## config.mk

```make
export PLATFORM = sky130hd
export DESIGN_NAME = mem_stage
export DESIGN_NICKNAME = d
export VERILOG_FILES = /design/src/rtl/riscv_pkg.sv /design/src/rtl/load_align.sv /design/src/rtl/mem_stage.sv
export SDC_FILE = /design/constraint.sdc
export NUM_CORES = 1
export LEC_CHECK = 0
export CORE_MARGIN = 1
export CORE_UTILIZATION = 28
export CTS_BUF_LIST = sky130_fd_sc_hd__clkbuf_2 sky130_fd_sc_hd__clkbuf_4 sky130_fd_sc_hd__clkbuf_8
export CTS_CLUSTER_DIAMETER = 200
export CTS_CLUSTER_SIZE = 30
export DETAILED_ROUTE_END_ITERATION = 6
export DONT_BUFFER_PORTS = 1
export GPL_ROUTABILITY_DRIVEN = 0
export PLACE_DENSITY = 0.53
export RECOVER_POWER = 50
export SYNTH_ARGS = -nofsm -noshare
export SYNTH_HDL_FRONTEND = slang
export SYNTH_SLANG_ARGS = --single-unit
```

## constraint.sdc

```tcl
create_clock -name clk -period 4.3 [get_ports clk]
set_input_delay 0.645 -clock clk [delete_from_list [all_inputs] [get_ports clk]]
set_output_delay 0.645 -clock clk [all_outputs]
set_load 0.05 [all_outputs]
```

## src/rtl/riscv_pkg.sv

```systemverilog
// Shared RISC-V definitions for the memory stage: opcodes, funct3 access encodings,
// FSM state type and small access-size helpers.
package riscv_pkg;

    localparam logic [6:0] I_load = 7'd3;
    localparam logic [6:0] I      = 7'd19;
    localparam logic [6:0] U_ADD  = 7'd23;
    localparam logic [6:0] S      = 7'd35;
    localparam logic [6:0] R      = 7'd51;
    localparam logic [6:0] U_LOAD = 7'd55;
    localparam logic [6:0] B      = 7'd99;
    localparam logic [6:0] J      = 7'd111;

    localparam logic [2:0] F3_B  = 3'b000;
    localparam logic [2:0] F3_H  = 3'b001;
    localparam logic [2:0] F3_W  = 3'b010;
    localparam logic [2:0] F3_BU = 3'b100;
    localparam logic [2:0] F3_HU = 3'b101;

    typedef enum logic [1:0] {StIdle, StReq, StWait} mem_state_t;
    typedef enum logic [1:0] {SzByte, SzHalf, SzWord} mem_size_t;

    // Undefined funct3 encodings fall through to a full-word access.
    function automatic mem_size_t f3_size(input logic [2:0] f3);
        case (f3)
            F3_B, F3_BU: return SzByte;
            F3_H, F3_HU: return SzHalf;
            default:     return SzWord;
        endcase
    endfunction

    function automatic logic is_misaligned(input mem_size_t sz, input logic [1:0] lo);
        return ((sz == SzHalf) && lo[0]) || ((sz == SzWord) && (lo != 2'b00));
    endfunction

endpackage

```

## src/rtl/load_align.sv

```systemverilog
// Load data lane selection and sign/zero extension from the raw bus word.
module load_align
    import riscv_pkg::*;
(
    input  logic [31:0] i_rdata,
    input  logic [1:0]  i_addr_lo,
    input  logic [2:0]  i_funct3,
    output logic [31:0] o_lmd
);

    logic [7:0]  w_byte;
    logic [15:0] w_half;

    always_comb begin
        w_byte = i_rdata[7:0];
        case (i_addr_lo)
            2'd1:    w_byte = i_rdata[15:8];
            2'd2:    w_byte = i_rdata[23:16];
            2'd3:    w_byte = i_rdata[31:24];
            default: w_byte = i_rdata[7:0];
        endcase
        w_half = i_addr_lo[1] ? i_rdata[31:16] : i_rdata[15:0];

        case (i_funct3)
            F3_B:    o_lmd = {{24{w_byte[7]}}, w_byte};
            F3_BU:   o_lmd = {24'b0, w_byte};
            F3_H:    o_lmd = {{16{w_half[15]}}, w_half};
            F3_HU:   o_lmd = {16'b0, w_half};
            default: o_lmd = i_rdata;
        endcase
    end

endmodule

```

## src/rtl/mem_stage.sv

```systemverilog
// RISC-V MEM stage: load/store over a req/gnt/rvalid bus, registered WB-side outputs.
// Optional MEM_MISALIGN_TRAP_EN turns misaligned half/word accesses into a trap.
module mem_stage
    import riscv_pkg::*;
#(
    parameter int unsigned ADDR_W = 32
) (
    input  logic              clk,
    input  logic              rst,
    input  logic              EX_valid,
    input  logic [6:0]        EX_opcode,
    input  logic [2:0]        EX_funct3,
    input  logic [31:0]       EX_ALUout,
    input  logic [31:0]       EX_rs2,
    input  logic [4:0]        ID_rd,
    output logic              MEM_stall,
    output logic              dmem_req,
    output logic              dmem_we,
    output logic [ADDR_W-1:0] dmem_addr,
    output logic [31:0]       dmem_wdata,
    output logic [3:0]        dmem_be,
    input  logic              dmem_gnt,
    input  logic              dmem_rvalid,
    input  logic [31:0]       dmem_rdata,
    output logic              MEM_valid,
    output logic [31:0]       MEM_LMD,
    output logic [31:0]       MEM_ALUout,
    output logic [4:0]        MEM_rd,
    output logic              WB_LMD_flag,
    output logic              WB_ALUout_flag,
    output logic              MEM_trap
);

    mem_state_t r_state, w_state_next;

    logic              r_is_load;
    logic [2:0]        r_funct3;
    logic [31:0]       r_alu;
    logic [4:0]        r_rd;
    logic              r_req, r_we;
    logic [ADDR_W-1:0] r_addr;
    logic [31:0]       r_wdata;
    logic [3:0]        r_be;
    logic              r_valid, r_lmd_flag, r_alu_flag;
    logic [31:0]       r_lmd, r_alu_out;
    logic [4:0]        r_mem_rd;

    logic        w_accept, w_is_load, w_is_store, w_is_alu, w_misalign, w_go_mem;
    logic        w_done_direct, w_done_store, w_done_load;
    mem_size_t   w_size;
    logic [3:0]  w_be;
    logic [31:0] w_wdata, w_lmd;

    assign w_accept   = (r_state == StIdle) && EX_valid;
    assign w_is_load  = (EX_opcode == I_load);
    assign w_is_store = (EX_opcode == S);
    assign w_is_alu   = (EX_opcode == R) || (EX_opcode == I) ||
                        (EX_opcode == U_ADD) || (EX_opcode == U_LOAD);
    assign w_size     = f3_size(EX_funct3);

`ifdef MEM_MISALIGN_TRAP_EN
    assign w_misalign = (w_is_load || w_is_store) && is_misaligned(w_size, EX_ALUout[1:0]);
`else
    assign w_misalign = 1'b0;
`endif

    assign w_go_mem      = (w_is_load || w_is_store) && !w_misalign;
    assign w_done_direct = w_accept && !w_go_mem;
    assign w_done_store  = (r_state == StReq) && dmem_gnt && !r_is_load;
    assign w_done_load   = (r_state == StWait) && dmem_rvalid;

    always_comb begin
        w_be    = 4'b1111;
        w_wdata = EX_rs2;
        case (w_size)
            SzByte: begin
                w_be    = 4'b0001 << EX_ALUout[1:0];
                w_wdata = {4{EX_rs2[7:0]}};
            end
            SzHalf: begin
                w_be    = 4'b0011 << {EX_ALUout[1], 1'b0};
                w_wdata = {2{EX_rs2[15:0]}};
            end
            default: ;
        endcase
    end

    load_align u_load_align (
        .i_rdata   (dmem_rdata),
        .i_addr_lo (r_alu[1:0]),
        .i_funct3  (r_funct3),
        .o_lmd     (w_lmd)
    );

    always_ff @(posedge clk) begin
        if (rst) r_state <= StIdle;
        else     r_state <= w_state_next;
    end

    always_comb begin
        w_state_next = r_state;
        case (r_state)
            StIdle:  if (w_accept && w_go_mem) w_state_next = StReq;
            StReq:   if (dmem_gnt) w_state_next = r_is_load ? StWait : StIdle;
            StWait:  if (dmem_rvalid) w_state_next = StIdle;
            default: w_state_next = StIdle;
        endcase
    end

    always_ff @(posedge clk) begin
        if (rst) begin
            r_is_load  <= 1'b0;
            r_funct3   <= 3'b0;
            r_alu      <= 32'b0;
            r_rd       <= 5'b0;
            r_req      <= 1'b0;
            r_we       <= 1'b0;
            r_addr     <= '0;
            r_wdata    <= 32'b0;
            r_be       <= 4'b0;
            r_valid    <= 1'b0;
            r_lmd_flag <= 1'b0;
            r_alu_flag <= 1'b0;
            r_lmd      <= 32'b0;
            r_alu_out  <= 32'b0;
            r_mem_rd   <= 5'b0;
        end else begin
            r_valid    <= w_done_direct || w_done_store || w_done_load;
            r_lmd_flag <= w_done_load;
            r_alu_flag <= w_done_direct && w_is_alu;

            if (w_done_direct) begin
                r_alu_out <= EX_ALUout;
                r_mem_rd  <= ID_rd;
            end else if (w_done_store || w_done_load) begin
                r_alu_out <= r_alu;
                r_mem_rd  <= r_rd;
            end
            if (w_done_load) r_lmd <= w_lmd;

            // Bus fields are captured once at accept so they stay stable through REQ.
            if (w_accept && w_go_mem) begin
                r_is_load <= w_is_load;
                r_funct3  <= EX_funct3;
                r_alu     <= EX_ALUout;
                r_rd      <= ID_rd;
                r_req     <= 1'b1;
                r_we      <= w_is_store;
                r_addr    <= {EX_ALUout[ADDR_W-1:2], 2'b00};
                r_wdata   <= w_wdata;
                r_be      <= w_be;
            end else if ((r_state == StReq) && dmem_gnt) begin
                r_req <= 1'b0;
            end
        end
    end

`ifdef MEM_MISALIGN_TRAP_EN
    logic r_trap;
    always_ff @(posedge clk) begin
        if (rst) r_trap <= 1'b0;
        else     r_trap <= w_accept && w_misalign;
    end
    assign MEM_trap = r_trap;
`else
    assign MEM_trap = 1'b0;
`endif

    assign MEM_stall      = (r_state != StIdle);
    assign dmem_req       = r_req;
    assign dmem_we        = r_we;
    assign dmem_addr      = r_addr;
    assign dmem_wdata     = r_wdata;
    assign dmem_be        = r_be;
    assign MEM_valid      = r_valid;
    assign MEM_LMD        = r_lmd;
    assign MEM_ALUout     = r_alu_out;
    assign MEM_rd         = r_mem_rd;
    assign WB_LMD_flag    = r_lmd_flag;
    assign WB_ALUout_flag = r_alu_flag;

endmodule

```

==> flow_metrics.env <==
export IMPL_min_period_ps=3150
export IMPL_ys_flop_type="dfxtp_1"
export IMPL_synth_seq_cells=153
export IMPL_clk_pin_slew_ps=90
export IMPL_die_h_um=157
export IMPL_worstPathCellList="nand4bb_1 > o31ai_1 > buf_12 > nor2_1 > a311oi_1"
export IMPL_wl_met1_um=9060
export IMPL_crit_required_ps=4660
export IMPL_clock_sinks=153
export IMPL_finalInstanceArea_mm2=0.00714
export IMPL_grt_overflow=0
export IMPL_ir_drop_mv=0.155
export IMPL_cp_max_fo=58
export IMPL_insertion_delay_ps=450
export IMPL_syn_mean_instance_area_um2=7.96
export IMPL_setup_viol=0
export IMPL_netlist_top_cells_count="221 x nand2_1, 153 x dfxtp_1, 89 x nor2_1"
export IMPL_met3_length_um=1770
export IMPL_max_cap_violations=1
export IMPL_hold_class="in2reg"
export IMPL_die_area_mm2=0.0247
export IMPL_syn_area_mm2=0.00674
export IMPL_cts_buffers_inserted=17
export IMPL_synthArstFlopShare_pct=0
export IMPL_path_class="in2reg"
export IMPL_grt_pass1_wl_um=31700
export IMPL_die_w_um=157
export IMPL_dp_hpwl_um=14000
export IMPL_synth_area_leader_cell="dfxtp_1"
export IMPL_worst_path_max_delay_cell="o31ai_1"
export IMPL_yosys_warnings=0
export IMPL_grt_pass1_vias=5342
export IMPL_clk_path_buf_depth=2
export IMPL_drv_slew=19
export IMPL_p_leak_nw=2.28
export IMPL_ioPinCount=260
export IMPL_drt_total_wl_um=21100
export IMPL_start_kind="input pin"
export IMPL_failed_checks="max-capacitance violations, max-slew violations"
export IMPL_ant_nets=0
export IMPL_area_growth_pct=5.96
export IMPL_synth_edf_count=0
export IMPL_end_kind="flip-flop"
export IMPL_finalHoldViolCount=0
export IMPL_worst_slack_ps=1150
export IMPL_clock_skew_ps=14.6
export IMPL_seq_area_frac_synth_pct=45.5
export IMPL_postCtsHoldBufs=0
export IMPL_status="finished with violations"
export IMPL_finalCritPeriodShare_pct=73.3
export IMPL_rows=56
export IMPL_worst_path_dominant_cell_family="compound AO/OA/AOI/OAI gates"
export IMPL_post_cts_setup_buffers=0
export IMPL_port_buffers=0
export IMPL_tightest_slew_ps=2360
export IMPL_power_density_mw_per_mm2=401
export IMPL_htreeDepth=4
export IMPL_cp_arrival_ps=3510
export IMPL_pre_cts_slack_ps=1380
export IMPL_antenna_found_initial=0
export IMPL_cts_root_buf="clkbuf_8"
export IMPL_n_antenna_cell=0
export IMPL_wire_per_inst_um=19.1
export IMPL_top_layer="met4"
export IMPL_nets=889
export IMPL_synth_top_area_share_pct=45.5
export IMPL_track_usage_pct=16.8
export IMPL_setup_tns_ps=0
export IMPL_core_area_mm2=0.0235
export IMPL_tritoncts="yes"
export IMPL_drive_above_1_share_pct=6.24
export IMPL_cts_resized=0
export IMPL_dr_total_vias=5584
export IMPL_yosys_top_cells_area="dfxtp_1 45%, nand2_1 12%, a311oi_1 6.2%"
export IMPL_ys_types=43
export IMPL_utilization_pct=30.3
export IMPL_drt_first_iter_violations=270
export IMPL_place_area_mm2=0.00674
export IMPL_relSlewSlack_pct=-58.7
export IMPL_vias_per_cell=5.06
export IMPL_route_detailed_drc=0
export IMPL_wl_met2_um=9960
export IMPL_rsz0062_at_grt="no"
export IMPL_max_freq_mhz=317
export IMPL_synthCells=846
export IMPL_yosysMostFrequentCell="nand2_1"
export IMPL_first_pass_iters=5
export IMPL_cp_num_buf_inv=1
export IMPL_grt_max_degree=149
export IMPL_critPathMaxStageDelay_ps=1860
export IMPL_hold_ws_ps=264
export IMPL_start_util_pct=28.6
## sequential cells by signal, summed over array words and instances, names as in the netlist
signal,count
MEM_ALUout,32
MEM_LMD,32
MEM_rd,5
MEM_valid,1
WB_ALUout_flag,1
WB_LMD_flag,1
dmem_be,4
dmem_req,1
dmem_wdata,32
dmem_we,1
r_alu,32
r_funct3,3
r_is_load,1
r_rd,5
r_state,2
## power by group
part           switching [W]  total, W  internal (W)  leakage (nW)
clock network       0.000594   0.00119      0.000595         0.216
registers           0.000124   0.00157       0.00144          1.24
logic              0.0000596  0.000106     0.0000463         0.826
total               0.000777   0.00286       0.00209          2.28
## cell type report
| cell class | instances | area [µm²] |
|---|---|---|
| clock inverter | 13 | 165 |
| inverter | 9 | 33.8 |
| fill | 2596 | 16400 |
| clock buffer | 18 | 248 |
| sequential | 153 | 3060 |
| timing repair buffer | 11 | 116 |
| tap | 319 | 399 |
| multi-input combinational | 581 | 3110 |
## placed cells by master, fill, tap and decap left out, drive strengths merged, types with 3 or more instances in the layout
cell type  netlist  layout
nand2          221     221
dfxtp          153     153
nor2            89      89
a21oi           79      79
a311oi          48      48
a211oi          33      33
mux2i           19      19
clkbuf          54      19
inv              8      13
o21ai           10      10
buf             51      10
o211ai           8       8
o22ai            7       7
a221o            7       7
a21o             7       7
nor4bb           7       7
a31oi            6       6
nand3            6       6
clkinv           1       6
nand3b           3       3
nand2b           3       3
o31a             3       3
conb             1       3
bufinv           0       3
## cells by family (layout without fill, tap and decap cells)
logic type,count (synthesis),in the layout,synth area share [%]
flops,153,153,45.5
other cells,1,3,0.0557
mux,21,21,3.16
compound gates,211,211,21.3
simple gates,346,346,21.7
buf+inv,114,51,8.38
## path summary, 6_finish.rpt
kind / startpoint / end / slack (ps) / cells after the start
worst max-delay path: EX_opcode[6] / MEM_rd[1] / 1150 / 5
worst min register to register: r_rd[4] / r_rd[4] / 460 / 2
worst max register to register: r_state[0] / MEM_ALUout[9] / 1230 / 5
worst min-delay path: rst / MEM_LMD[25] / 260 / 1
## per-layer routing
layer / global-route usage, % / up-vias
met2: 27.5 / 195
met3: 6.06 / 15
li1: - / 2752
met5: 0 / -
met4: 5.36 / 0
met1: 20.4 / 2622
## through the flow
step	total power [W]	instances
after global routing	0.00299	1104
after CTS	0.00291	1104
after detailed placement	0.00171	1073
final	0.00286	1104
after floorplan	0.00171	848
after global placement	0.00171	1073
## worst reg2reg max path, stage by stage, from the launching register on
cell,delay (ps)
dfxtp_1,530
nand3b_1,160
clkbuf_1,940
and2_2,920
nand2_1,150
a311oi_1,280
(Power assumes the default switching activity.)
